<file path="src/rtl/wr_ptr_full.sv">
// Write-side pointer, synchroniser and full/almost-full/level flags
// for the async FIFO, clocked entirely by wr_clk.
module wr_ptr_full #(
  parameter int ADDRSIZE     = 3,
  parameter int AFULL_THRESH = 6
) (
  input  logic                wr_clk,
  input  logic                wr_rst,
  input  logic                wr_en,
  input  logic [ADDRSIZE:0]   rd_ptr_gray,
  output logic [ADDRSIZE-1:0] wr_addr,
  output logic [ADDRSIZE:0]   wr_ptr_gray,
  output logic                wr_full,
  output logic                wr_afull,
  output logic [ADDRSIZE:0]   wr_count
);

  localparam int A = ADDRSIZE;
  localparam logic [A:0] THRESH = (A+1)'(AFULL_THRESH);

  logic [A:0] wr_bin;
  logic [A:0] rq1;
  logic [A:0] rq2;
  logic       push;
  logic [A:0] bin_next;
  logic [A:0] gray_next;
  logic [A:0] rd_bin_s;
  logic [A:0] level;
  logic [A:0] full_cmp;
  logic       full_next;
  logic       afull_next;

  function automatic logic [A:0] g2b(input logic [A:0] g);
    logic [A:0] b;
    b[A] = g[A];
    for (int i = A - 1; i >= 0; i--)
      b[i] = b[i+1] ^ g[i];
    return b;
  endfunction

  // Next pointer, fill level and flag terms from pre-edge state.
  always_comb begin
    push       = wr_en & ~wr_full;
    bin_next   = wr_bin + {{A{1'b0}}, push};
    gray_next  = (bin_next >> 1) ^ bin_next;
    rd_bin_s   = g2b(rq2);
    level      = bin_next - rd_bin_s;
    full_cmp   = {~rq2[A:A-1], rq2[A-2:0]};
    full_next  = (gray_next == full_cmp);
    afull_next = (level >= THRESH);
  end

  // Pointer, two-flop read-pointer synchroniser and flag registers.
  always_ff @(posedge wr_clk or posedge wr_rst) begin
    if (wr_rst) begin
      wr_bin      <= '0;
      wr_ptr_gray <= '0;
      rq1         <= '0;
      rq2         <= '0;
      wr_full     <= 1'b0;
      wr_afull    <= 1'b0;
      wr_count    <= '0;
    end else begin
      wr_bin      <= bin_next;
      wr_ptr_gray <= gray_next;
      rq1         <= rd_ptr_gray;
      rq2         <= rq1;
      wr_full     <= full_next;
      wr_afull    <= afull_next;
      wr_count    <= level;
    end
  end

  assign wr_addr = wr_bin[A-1:0];

endmodule
</file>
<file path="config.mk">
export PLATFORM = sky130hd
export DESIGN_NAME = wr_ptr_full
export DESIGN_NICKNAME = d
export VERILOG_FILES = /design/src/rtl/wr_ptr_full.sv
export SDC_FILE = /design/constraint.sdc
export NUM_CORES = 1
export LEC_CHECK = 0
export CAP_MARGIN = 15
export CORE_ASPECT_RATIO = 0.9
export CORE_MARGIN = 8
export CORE_UTILIZATION = 32
export DETAILED_ROUTE_END_ITERATION = 16
export PLACE_DENSITY_LB_ADDON = 0.08
export SYNTH_ARGS = -nofsm -noshare
export SYNTH_HDL_FRONTEND = slang
export SYNTH_SLANG_ARGS = --single-unit
</file>
<file path="constraint.sdc">
create_clock -name wr_clk -period 1.9 [get_ports wr_clk]
set_input_delay 0.285 -clock wr_clk [delete_from_list [all_inputs] [get_ports wr_clk]]
set_output_delay 0.285 -clock wr_clk [all_outputs]
set_load 0.005 [all_outputs]
</file>
==> flow_metrics.tcl <==
set metrics [dict create \
    run_status "finished with violations" \
    violations "setup timing" \
    slew_headroom_pct 79.1 \
    avgViaCountPerCell 4.28 \
    synth.distinct_cells 16 \
    grt_overflow_total 0 \
    setup_violations_final 2 \
    worst_setup_path_end_kind "register" \
    register_cell_area_after_layout_sq_um 526 \
    synth_fp_nets 71 \
    crit_path_cell_trace "nor2b_1 -> ha_2 -> ha_4 -> xor2_4 -> ha_4 -> a21oi_4 -> o21ai_2 -> xor3_1 -> a21o_1" \
    routed-via-count 527 \
    post_synth_instance_area_sq_um 841 \
    postSynthRegisterBits 21 \
    drt_antenna_net_count 0 \
    setup.worst_path.class "register to register" \
    critical_path.most_common_cell "sky130_fd_sc_hd__ha_4" \
    layoutNonFillerInstCount 123 \
    num_rows 17 \
    cts_sinks 21 \
    clock_path_buffers 2 \
    power.leakage_nw 0.581 \
    synthCells 58 \
    largest_area_contributor_in_the_synthesized_netlist "sky130_fd_sc_hd__dfrtp_1" \
    setup_repair_after_global_routing_missed_its_margin "yes" \
    fill_cells 230 \
    synth.top_cells.by_area "sky130_fd_sc_hd__dfrtp_1 (63%), sky130_fd_sc_hd__ha_1 (7.4%), sky130_fd_sc_hd__xnor2_1 (5.2%)" \
    p_total_mw 2.40 \
    io-pin-count 20 \
    syn-mean-instance-area_sq_um 14.5 \
    clk-insertion-delay-late_ns 0.30 \
    ys_seq_area_share_pct 62.5 \
    dp_cells 117 \
    worst_setup_path_start_kind "register" \
    fin_crit_sh_pct 105 \
    routed_wl_um 1370 \
    synthToLayoutAreaGrowth_pct 53.0 \
    placement_cell_area_sq_um 1200 \
    grt_pass1_vias 541 \
    worst_slew_pin_slew_ns 0.314 \
    wl_per_cell_um 11.2 \
    wire_length_of_the_first_global_routing_pass_um 2370 \
    timing.hold.ws_ns 0.304 \
    grt_usage_pct 6.48 \
    post-place-ws_ns -0.465 \
    yosysTopAreaCellShare_pct 62.5 \
    place_congestion 0.721 \
    timing.hold.worst.class "input port to asynchronous set/reset pin" \
    power.density_cell_area_nw_per_um2 1870 \
    clkSlewWorstSetupHoldPaths_ns 0.11 \
    final_max_slew_viol_count 0 \
    final_critical_path_setup_slack_ns -0.0964 \
    post_route_cell_area_sq_um 1290 \
    post_cts_hold_buffer_count 0 \
    numPortBuffers 19 \
    cts_buffers 3 \
    die_width_um 70.0 \
    max_cap_violations 0 \
    clock.fmax_mhz 501 \
    critical_path_required_ns 2.10 \
    footprint_of_the_multi_input_gates_sq_um 375 \
    vdd_drop_max_mv 1.06 \
    antenna_found_initial 0 \
    tritoncts "done" \
    fin_nets 109 \
    dr.first_iter.drc_count 3 \
    worst_clock_skew_ns 0.00422 \
    max_stage_delay_ns 0.39 \
    clock_tree_root_buffer_cell "sky130_fd_sc_hd__clkbuf_4" \
    antennaDiodeCount 0 \
    detailedRoute.firstPassIterationCount 3 \
    drive_above_1_share_pct 31.6 \
    synth.yosys.warnings 0 \
    design.die.area_sq_um 4530 \
    core_area_sq_um 2470 \
    fin_tns_setup_ns -0.177 \
    grt_max_degree 22 \
    h-tree-depth 1 \
    place_hpwl_um 1080 \
    finalWorstPathRequiredPeriod_ns 2.00 \
    detail_route.drc_violations 0 \
    crit_slowest_cell "sky130_fd_sc_hd__dfrtp_1" \
    crit_fanout 3 \
    final_core_occ_pct 52.1 \
    worst-endpoint-arrival_ns 2.20 \
    finalHoldViolCount 0 \
    floorplan.initialDensity_pct 34.1 \
    die_y_um 64.6 \
]
==> critical path: cells and delay by family (launching register included) <==
family / cells / cell delay, ns
DFF: 1 / 0.39
xor gates and xnor gates: 2 / 0.40
adders and majority gates: 3 / 0.60
AOI/OAI and AO/OA: 3 / 0.37
and+or+nand+nor: 1 / 0.12
==> registers in the layout (all words and copies together), names as in the netlist <==
signal,flops
wr_bin,4
wr_ptr_gray,3
rq2,4
wr_afull,1
rq1,4
wr_count,4
wr_full,1
==> path summary, 6_finish.rpt <==
kind                          from        end  slack, ns  depth (start not counted)
max                        wr_full   wr_afull       -0.1                          9
min                         wr_rst  wr_bin[0]       0.30                          3
max reg2reg                wr_full   wr_afull       -0.1                          9
min reg2reg                 rq1[0]     rq2[0]       0.36                          0
min in group wr_clk         rq1[0]     rq2[0]       0.36                          0
max in group asynchronous   wr_rst     rq2[3]       1.38                          3
==> synthesized netlist by cell type <==
cell	number
sky130_fd_sc_hd__a22oi_1	1
sky130_fd_sc_hd__o21ai_0	1
sky130_fd_sc_hd__or3_1	2
sky130_fd_sc_hd__xor2_2	2
sky130_fd_sc_hd__dfrtp_1	21
sky130_fd_sc_hd__xor2_1	5
sky130_fd_sc_hd__fa_1	1
sky130_fd_sc_hd__xnor2_1	5
sky130_fd_sc_hd__ha_1	5
sky130_fd_sc_hd__nand3_1	3
sky130_fd_sc_hd__nor2b_1	1
sky130_fd_sc_hd__inv_1	7
sky130_fd_sc_hd__xor3_1	1
sky130_fd_sc_hd__a21o_1	1
sky130_fd_sc_hd__a21oi_1	1
sky130_fd_sc_hd__nand2_1	1
==> layout make-up <==
class | count | share of cell area [%]
flip-flops and latches | 21 | 40.9
multi-input cells | 30 | 29.2
repair buffers | 33 | 23.2
well taps | 28 | 2.72
clock buffers | 4 | 2.04
inverters | 7 | 2.04
==> routing by layer <==
metal	up-vias	GRT usage, %	share of wire [%]
met5	-	0	0
met4	0	1.50	0.58
met3	2	4.41	7.9
met2	13	11.3	48
met1	253	6.21	43
li1	259	-	-
==> power breakdown <==
part           total [mW]  internal (mW)  switching (mW)
Sequential          0.701          0.618          0.0836
Clock               0.207         0.0817           0.126
Combinational        1.49          0.907           0.583
Total                2.40           1.61           0.792
==> placed cells by master, fill, tap and decap left out, types with 2 or more instances in the layout <==
cell and instances:
sky130_fd_sc_hd__or3_1 2, sky130_fd_sc_hd__clkbuf_4 3, sky130_fd_sc_hd__clkdlybuf4s50_1 18, sky130_fd_sc_hd__inv_1 7, sky130_fd_sc_hd__buf_4 13, sky130_fd_sc_hd__nand3_1 3, sky130_fd_sc_hd__xnor2_1 4, sky130_fd_sc_hd__ha_2 2
sky130_fd_sc_hd__xor2_2 3, sky130_fd_sc_hd__ha_4 2, sky130_fd_sc_hd__dfrtp_1 21, sky130_fd_sc_hd__xor2_1 3
==> what timing repair did <==
item,CTS,global route
pin swaps,2,3
resized for setup,5,4
setup buffers,1,1
setup endpoints to repair,3,5
==> kinds of logic (layout without fill, tap and decap cells) <==
kind of cell	Yosys count	in the layout	synth area share (%)
flip-flops	21	21	62.5
XOR/XNOR	13	13	17.1
AND/OR/NAND/NOR	7	7	4.46
buffers and inverters	7	44	3.13
adder cells (fa/ha/maj)	6	6	9.82
AO/OA/AOI/OAI	4	4	2.98
No activity file was read; power rests on OpenSTA's default activity.
